===== config.mk =====
export PLATFORM = sky130hd
export DESIGN_NAME = io_channels
export DESIGN_NICKNAME = d
export VERILOG_FILES = /design/src/rtl/io_channels.sv
export SDC_FILE = /design/constraint.sdc
export NUM_CORES = 1
export LEC_CHECK = 0
export CAP_MARGIN = 20
export CORE_ASPECT_RATIO = 0.9
export CORE_MARGIN = 2
export CORE_UTILIZATION = 53
export CTS_CLUSTER_SIZE = 28
export DETAILED_ROUTE_END_ITERATION = 16
export PLACE_DENSITY = 0.74
export REMOVE_ABC_BUFFERS = 1
export SLEW_MARGIN = 20
export SYNTH_ARGS = -nofsm -noshare
export SYNTH_HDL_FRONTEND = slang
export SYNTH_SLANG_ARGS = --single-unit

===== constraint.sdc =====
create_clock -name clk -period 4 [get_ports clk]
set_input_delay 1.2 -clock clk [delete_from_list [all_inputs] [get_ports clk]]
set_output_delay 1.2 -clock clk [all_outputs]
set_load 0.01 [all_outputs]

===== src/rtl/io_channels.sv =====
// Multi-channel CPU port I/O controller: per-channel TX/RX FIFOs,
// sticky error flags, interrupt enable and internal loopback.

module io_fifo #(
  parameter int width = 16,
  parameter int depth = 8
) (
  input  logic                     clk,
  input  logic                     rst,
  input  logic                     push,
  input  logic                     pop,
  input  logic [width-1:0]         wdata,
  output logic [width-1:0]         rdata,
  output logic [$clog2(depth):0]   count
);
  localparam int aw = $clog2(depth);

  logic [width-1:0] mem [depth];
  logic [aw-1:0]    wr_ptr;
  logic [aw-1:0]    rd_ptr;

  always_ff @(posedge clk) begin
    if (push) mem[wr_ptr] <= wdata;
  end

  always_ff @(posedge clk or negedge rst) begin
    if (!rst) begin
      wr_ptr <= '0;
      rd_ptr <= '0;
      count  <= '0;
    end else begin
      if (push) wr_ptr <= wr_ptr + aw'(1);
      if (pop)  rd_ptr <= rd_ptr + aw'(1);
      if (push && !pop)
        count <= count + (aw+1)'(1);
      else if (pop && !push)
        count <= count - (aw+1)'(1);
    end
  end

  assign rdata = mem[rd_ptr];
endmodule

module io_channels #(
  parameter int word_width = 16,
  parameter int port_width = 8,
  parameter int channels   = 4,
  parameter int fifo_depth = 8,
  parameter logic [port_width-1:0] base_port = 8'h00
) (
  input  logic                           clk,
  input  logic                           rst,
  input  logic                           io_oe,
  input  logic                           io_we,
  input  logic [port_width-1:0]          io_port,
  input  logic [word_width-1:0]          io_in,
  output logic [word_width-1:0]          io_out,
  output logic                           irq,
  output logic [channels-1:0]            tx_valid,
  input  logic [channels-1:0]            tx_ready,
  output logic [channels*word_width-1:0] tx_data,
  input  logic [channels-1:0]            rx_valid,
  output logic [channels-1:0]            rx_ready,
  input  logic [channels*word_width-1:0] rx_data
);
  localparam int aw = $clog2(fifo_depth);
  localparam int cw = aw + 1;
  localparam logic [cw-1:0] full_cnt = cw'(fifo_depth);

  // Extra top bit catches ports below base_port.
  logic [port_width:0]   off;
  logic [port_width-1:0] idx;
  logic                  hit;

  assign off = {1'b0, io_port} - {1'b0, base_port};
  assign idx = off[port_width:1];
  assign hit = !off[port_width]
            && (off < (port_width+1)'(2*channels));

  logic [channels-1:0]   rx_empty;
  logic [channels-1:0]   ie;
  logic [word_width-1:0] rx_head [channels];
  logic [word_width-1:0] stat    [channels];

  for (genvar i = 0; i < channels; i++) begin : g_ch
    logic            sel_d, sel_s;
    logic            wr_d, rd_d, wr_s;
    logic            tx_push, tx_pop;
    logic            rx_push, rx_pop;
    logic            tx_empty, tx_full, rx_full;
    logic            move;
    logic            ovf_q, unf_q, lb_q, ie_q;
    logic [cw-1:0]   tx_cnt, rx_cnt;
    logic [word_width-1:0] tx_head, rx_in;

    assign sel_d = hit && (idx == port_width'(i)) && !off[0];
    assign sel_s = hit && (idx == port_width'(i)) &&  off[0];
    assign wr_d  = io_we && sel_d;
    assign rd_d  = io_oe && !io_we && sel_d;
    assign wr_s  = io_we && sel_s;

    assign tx_empty    = (tx_cnt == '0);
    assign tx_full     = (tx_cnt == full_cnt);
    assign rx_empty[i] = (rx_cnt == '0);
    assign rx_full     = (rx_cnt == full_cnt);

    assign move    = lb_q && !tx_empty && !rx_full;
    assign tx_push = wr_d && !tx_full;
    assign tx_pop  = lb_q ? move : (!tx_empty && tx_ready[i]);
    assign rx_push = lb_q ? move : (rx_valid[i] && !rx_full);
    assign rx_pop  = rd_d && !rx_empty[i];
    assign rx_in   = lb_q ? tx_head
                          : rx_data[i*word_width +: word_width];

    assign tx_valid[i] = !lb_q && !tx_empty;
    assign rx_ready[i] = !lb_q && !rx_full;
    assign tx_data[i*word_width +: word_width] = tx_head;
    assign ie[i] = ie_q;

    io_fifo #(.width(word_width), .depth(fifo_depth)) u_tx (
      .clk   (clk),
      .rst   (rst),
      .push  (tx_push),
      .pop   (tx_pop),
      .wdata (io_in),
      .rdata (tx_head),
      .count (tx_cnt)
    );

    io_fifo #(.width(word_width), .depth(fifo_depth)) u_rx (
      .clk   (clk),
      .rst   (rst),
      .push  (rx_push),
      .pop   (rx_pop),
      .wdata (rx_in),
      .rdata (rx_head[i]),
      .count (rx_cnt)
    );

    // Error set wins over a coincident write-1-to-clear.
    always_ff @(posedge clk or negedge rst) begin
      if (!rst) begin
        ovf_q <= 1'b0;
        unf_q <= 1'b0;
        lb_q  <= 1'b0;
        ie_q  <= 1'b0;
      end else begin
        if (wr_d && tx_full)
          ovf_q <= 1'b1;
        else if (wr_s && io_in[4])
          ovf_q <= 1'b0;
        if (rd_d && rx_empty[i])
          unf_q <= 1'b1;
        else if (wr_s && io_in[5])
          unf_q <= 1'b0;
        if (wr_s) begin
          lb_q <= io_in[6];
          ie_q <= io_in[7];
        end
      end
    end

    always_comb begin
      stat[i] = '0;
      stat[i][7:0] = {ie_q, lb_q, unf_q, ovf_q,
                      tx_full, tx_empty, rx_full, rx_empty[i]};
      stat[i][8 +: cw] = rx_cnt;
    end
  end

  always_comb begin
    io_out = '0;
    if (rst && io_oe && !io_we && hit) begin
      for (int i = 0; i < channels; i++) begin
        if (idx == port_width'(i)) begin
          if (off[0])
            io_out = stat[i];
          else if (!rx_empty[i])
            io_out = rx_head[i];
        end
      end
    end
  end

  assign irq = |(ie & ~rx_empty);
endmodule


# Word-level counts from Yosys, hierarchy flattened
# Memory sizes are Yosys's and may differ from the RTL's.
# Index checks and enable logic that the tools add are counted.
[word_totals]
ff_bits = 96
n_memories = 8
ram_bits = 1024
latch_bits = 0
inputBits = 100
rom_bits = 0
[op_classes]
add_sub_neg = 32
bitwise = 2
eq_ne = 11
shifts = 0
div = 0
magnitude_cmp = 1
reduce_logical = 156
mul = 0
n_mux = 73
[memory_table]
columns = ["memory", "words", "width", "read_ports", "rd_clocked_by_memory_dff", "write_ports", "line_no", "source"]
rows = [
  ["g_ch[0].u_rx.mem", 8, 16, 1, 0, 1, "18", "logic [width-1:0] mem [depth];"],
  ["g_ch[0].u_tx.mem", 8, 16, 1, 0, 1, "18", ""],
  ["g_ch[1].u_rx.mem", 8, 16, 1, 0, 1, "18", ""],
  ["g_ch[1].u_tx.mem", 8, 16, 1, 0, 1, "18", ""],
  ["g_ch[2].u_rx.mem", 8, 16, 1, 0, 1, "18", ""],
  ["g_ch[2].u_tx.mem", 8, 16, 1, 0, 1, "18", ""],
  ["2 more memories", "-", "-", "-", "-", "-", "-", ""],
]
[op_table]
columns = ["op", "count"]
rows = [
  ["16-bit two-way mux", 17],
  ["1-bit logical AND", 92],
  ["4-bit two-way mux", 16],
  ["3-bit by 1-bit adder with 3-bit output (second input constant)", 16],
  ["1-bit two-way mux", 40],
  ["1-bit logical NOT", 38],
  ["4-bit by 1-bit adder with 4-bit output (second input constant)", 8],
  ["4-bit == test (second input constant)", 8],
  ["4-bit logical NOT", 8],
  ["2-bit nonzero test", 16],
  ["4-bit by 1-bit subtractor with 4-bit output (second input constant)", 8],
  ["7-bit by 2-bit == test with 1-bit output (second input constant)", 2],
  ["8-bit logical NOT", 1],
  ["8-bit by 4-bit less-than comparator with 1-bit output (second input constant)", 1],
  ["7-bit by 1-bit == test with 1-bit output (second input constant)", 1],
  ["4-bit bitwise AND", 1],
  ["4-bit NOT", 1],
  ["4-bit OR reduction", 1],
]

# Depth between registers and ports, before layout
[logic_depth]
depth_word = 14
ltp_mapped = 15

# Cells and area by module
# A second synthesis with hierarchy kept.
[unflattened]
cells_unflattened = 2340
area_unflattened_um2 = 47048.9
[modules_own_cells]
columns = ["module", "area_each_um2", "cells_each", "instances"]
rows = [
  ["io_fifo", 5502.8, 244, 8],
  ["io_channels", 3026.7, 388, 1],
]

# Least setup slack after synthesis
# Ideal clock, no wire load.
[synth_path]
path_type = "input port to flip-flop"
from = "in io_port[6]"
to = "mem g_ch[1].u_tx.mem[0][0], enable pin"
setup_time_ns = 0.430
slack_ns = -0.712
stages = 7
t_required_ns = 3.570
t_arrival_ns = 4.282
cell_sequence = "or4_1 buf_4 nor3_4 nand2_1 or3_1 buf_2 nor4_1"
[synth_between]
elab_chain_len = 7
[synth_rtl]
columns = ["item", "line_no", "source"]
rows = [
  ["start, declared", "55", "input logic [port_width-1:0] io_port,"],
  ["8-bit by 4-bit less-than comparator with 1-bit output / 7-bit by 1-bit == test with 1-bit output (equally long branches)", "78, 96", ""],
  ["1-bit logical AND * (2 in series)", "96", "assign sel_d = hit && (idx == port_width'(i)) && !off[0];"],
  ["1-bit logical AND *", "98", "assign wr_d = io_we && sel_d;"],
  ["1-bit logical AND *", "108", "assign tx_push = wr_d && !tx_full;"],
  ["1-bit two-way mux *", "23", "if (push) mem[wr_ptr] <= wdata;"],
  ["1-bit two-way mux (implied by the code) *", "23", ""],
  ["end, declared", "18", ""],
]
# Every way passes the cells marked *; elsewhere a longest branch is shown, timed or not.

# Final worst setup path
[layout_path]
from = "in io_port[6]"
to = "out io_out[1]"
[layout_between]
elab_chain_len = 12
[layout_rtl]
columns = ["item", "line_no", "source"]
rows = [
  ["8-bit logical NOT", "175", "if (idx == port_width'(i)) begin"],
  ["16-bit two-way mux", "175", ""],
  ["16-bit two-way mux", "178", "else if (!rx_empty[i])"],
  ["16-bit two-way mux", "176", "if (off[0])"],
  ["16-bit two-way mux", "175", ""],
  ["16-bit two-way mux", "178", ""],
  ["16-bit two-way mux", "176", ""],
  ["16-bit two-way mux", "175", ""],
  ["16-bit two-way mux", "178", ""],
  ["16-bit two-way mux", "176", ""],
  ["16-bit two-way mux", "175", ""],
  ["16-bit two-way mux *", "173", "if (rst && io_oe && !io_we && hit) begin"],
  ["end, declared", "57", "output logic [word_width-1:0] io_out,"],
]
# Marked as above.

==> run_results.csv <==
group,metric,value,unit
run_status,status,"finished, violations left",
run_status,violations,"negative setup slack",
worst_setup_path,reg2reg_depth,14,
clock_tree,cts_sinks,1120,
clock_tree,cts_tree,"yes",
floorplan,initial_core_util,53.7,%
floorplan,die_w,313,um
logic_synthesis,yosysSeqAreaShare,72.8,%
detailed_routing,wl_per_cell,28.3,um
placement,post-place-ws,-1.46,ns
floorplan,die_area,88300,um2
min_path,hold_path.class,"reg2reg",
worst_setup_path,critical_path_class,"in2out",
logic_synthesis,syn-cell-area,45600,um2
flow_run,maxCapViolCount,0,
sta,final_max_slew_viol_count,0,
sta,rsz0062_at_grt,"true",
power_and_ir_drop,max-vdd-ir-drop,0.376,mV
logic_synthesis,netlist.area_leader.share,67.5,%
global_routing,antenna_found_initial,11,
detailed_routing,firstDrtPassIters,5,
detailed_routing,antenna_left,0,
global_routing,grt_pass1_vias,25102,
layout,num-fill-cells,5347,
sta,slew_headroom,39.6,%
worst_setup_path,cp.arrival,3.31,ns
logic_synthesis,yosys-top-cells-area,"edfxtp_1 68%, mux4_2 12%, dfrtp_1 5.3%, mux2_2 4.0%, mux2i_1 1.4%",
sta,final.period_utilization,113,%
clock_tree,root_buffer,"clkbuf_16",
logic_synthesis,yosysWarnings,0,
sta,max_slew.worst_pin.slew,0.907,ns
sta,hold_violations,0,
placement,portBuffers,188,
floorplan,num_rows,101,
layout,drive_gt1_share,36.8,%
sta,setup_slack,-0.513,ns
logic_synthesis,ys_async_sr_fraction,8.57,%
logic_synthesis,synth_top_area_cell,"edfxtp_1",
floorplan,core_area,84800,um2
worst_setup_path,critPathCaptureType,"primary output",
sta,finClkSkew,0.0397,ns
logic_synthesis,synth_seq_cells,1120,
layout,fin_util,66.2,%
min_path,holdPathStages,1,
logic_synthesis,synth_flop_cell,"edfxtp_1",
power_and_ir_drop,pwr_density_cell,607,nW/um2
logic_synthesis,syn_inst,2283,
clock_tree,clock_latency,0.70,ns
detailed_routing,viasPerCell,6.08,
power_and_ir_drop,p_leak,19.2,nW
logic_synthesis,synth_edf_count,1024,
sta,setup_viol,16,
clock_tree,cts_max_level,3,
placement,dp_cells,3845,
detailed_routing,wl,116,mm
clock_tree,clk_pin_slew,0.06,ns
worst_setup_path,critPathLaunchType,"primary input",
placement,gp_congestion,0.942,
floorplan,die_h,282,um
sta,period_needed,4.51,ns
detailed_routing,route.detailed.drc,0,
layout,fin_cells,4089,
worst_setup_path,cp_max_fo,6,
global_routing,grt_pass1_wl,168,mm
logic_synthesis,syn_avg_cell_area,20.0,um2
clock_tree,clk_path_buf_depth,3,
global_routing,grt_max_degree,48,
logic_synthesis,synth.distinct_cells,62,
placement,place_area,51600,um2
global_routing,grt_usage,26.3,%
placement,dpl.hpwl,75.2,mm
layout,synthToLayoutAreaGrowth,23.2,%
floorplan,ios,189,
layout,fin_area,56100,um2
layout,nets,3009,
detailed_routing,vias,24853,
detailed_routing,drt_iter0_drc,2763,
worst_setup_path,required,2.80,ns
global_routing,overflow,0,
clock_tree,cts_buffers,106,
sta,fmax,0.222,GHz
==> metrics by stage <==
stage / setup TNS (ns) / hold slack [ns] / power, mW
detailed placement: -269.70 / 0.478 / 23.6
global route: -8.15 / 0.517 / 35.3
finish: -7.22 / 0.488 / 34.1
floorplan: -97.57 / 0.456 / 19.3
global placement: -256.43 / 0.475 / 23.3
CTS: -6.58 / 0.488 / 34.1
==> final cells by class <==
type / count / area [um2] / area share (%)
tap: 1133 / 1420 / 2.53
antenna: 2 / 5.00 / 0.00892
timing repair buffer: 578 / 5510 / 9.82
clock inverter: 49 / 628 / 1.12
inverter: 21 / 78.8 / 0.140
clock buffer: 152 / 2990 / 5.32
multi-input combinational: 1034 / 12300 / 22.0
sequential: 1120 / 33200 / 59.1
==> flip-flops by register name, indices dropped and copies added (netlist names) <==
| signal | flops |
|---|---|
| g_ch.ie_q | 4 |
| g_ch.u_rx.mem | 512 |
| g_ch.u_rx.rd_ptr | 12 |
| g_ch.u_tx.wr_ptr | 12 |
| g_ch.ovf_q | 4 |
| g_ch.u_tx.mem | 512 |
| g_ch.u_tx.rd_ptr | 12 |
| g_ch.lb_q | 4 |
| g_ch.u_tx.count | 16 |
| g_ch.u_rx.count | 16 |
| g_ch.u_rx.wr_ptr | 12 |
| g_ch.unf_q | 4 |
==> Yosys cell counts, types with 12 or more instances <==
cell,n
inv_1,17
mux4_2,252
nand2b_1,19
buf_1,18
o21ai_0,39
dfrtp_1,96
xnor2_1,44
nor3b_1,12
nand3_1,12
ha_1,40
a211oi_1,13
o22ai_1,18
a21oi_1,26
buf_2,34
xor2_1,20
mux2i_1,62
clkbuf_1,53
nand2_1,80
edfxtp_1,1024
nor3_1,29
mux2_2,163
nor2_1,75
==> cells by family (layout without fill, tap and decap cells) <==
logic type / count (synthesis) / in the layout / synth area share [%]
xor+xnor: 64 / 64 / 1.23
flops: 1120 / 1120 / 72.8
other cells: 0 / 2 / 0
mux: 480 / 480 / 17.9
buf+inv: 129 / 800 / 1.18
fa+ha+maj: 48 / 48 / 1.45
compound gates: 161 / 161 / 2.30
simple gates: 281 / 281 / 3.14
==> final timing paths <==
path / startpoint / endpoint / slack [ns]
setup reg to reg: g_ch[3].u_rx.count[1] / g_ch[3].u_tx.count[3] / 0.87
hold / removal: g_ch[3].unf_q / g_ch[3].unf_q / 0.49
hold reg to reg: g_ch[3].unf_q / g_ch[3].unf_q / 0.49
min in group asynchronous: rst / g_ch[2].u_rx.wr_ptr[1] / 0.56
max in group asynchronous: rst / g_ch[3].u_tx.rd_ptr[0] / 1.79
setup / recovery: io_port[6] / io_out[1] / -0.51
==> cells in the final DEF (no fill, tap or decap), drive strengths merged, types with 4 or more instances in the layout <==
cell type      instances
bufinv                12
dlymetal6s2s          35
a21oi                 27
nand2b                19
nor2b                  7
mux2                 166
mux2i                 62
nor3b                 12
mux4                 252
nor4b                  7
buf                  408
o21ai                 47
clkdlybuf4s50        116
ha                    40
o22ai                 18
a21o                   9
nor3                  34
a211oi                13
nand2                 81
o21a                   5
inv                   24
nand4                  4
nor4                  12
clkbuf               156
xnor2                 44
dfrtp                 96
o221ai                 7
or4                    7
a221oi                 7
nor2                  78
a31oi                  6
dlygate4sd2           14
edfxtp              1024
xor2                  20
fa                     8
nand3                 12
clkinv                32
==> per-layer routing <==
metal | share of wire [%] | up-vias | GRT usage (%)
li1 | - | 10484 | -
met1 | 40 | 13011 | 37.4
met2 | 47 | 1164 | 40.5
met3 | 9.9 | 188 | 7.01
met4 | 2.6 | 6 | 7.68
met5 | 0.033 | - | 0
==> repair_timing <==
action	CTS	global route
hold buffers	0	0
resized for setup	174	58
gates cloned	3	4
pin swaps	38	14
endpoints found under the setup margin	57	39
endpoints found under the hold margin	0	0
buffers inserted	23	11
==> where the power goes <==
part | internal (mW) | total [mW] | switching (mW)
registers | 14.0 | 14.7 | 0.692
clock network | 5.99 | 10.3 | 4.30
logic | 4.44 | 9.06 | 4.62
total | 24.5 | 34.1 | 9.62
==> worst max-delay path, cell delays in order <==
cell and delay [ns]:
buf_6 0.09, or4_4 0.57, buf_6 0.15, buf_4 0.16, nor2_4 0.14, and3_4 0.24
buf_4 0.13, o21ai_2 0.05, a21oi_2 0.13, o311a_1 0.26, buf_2 0.17
Note: power is estimated with default switching activity, not from simulation.
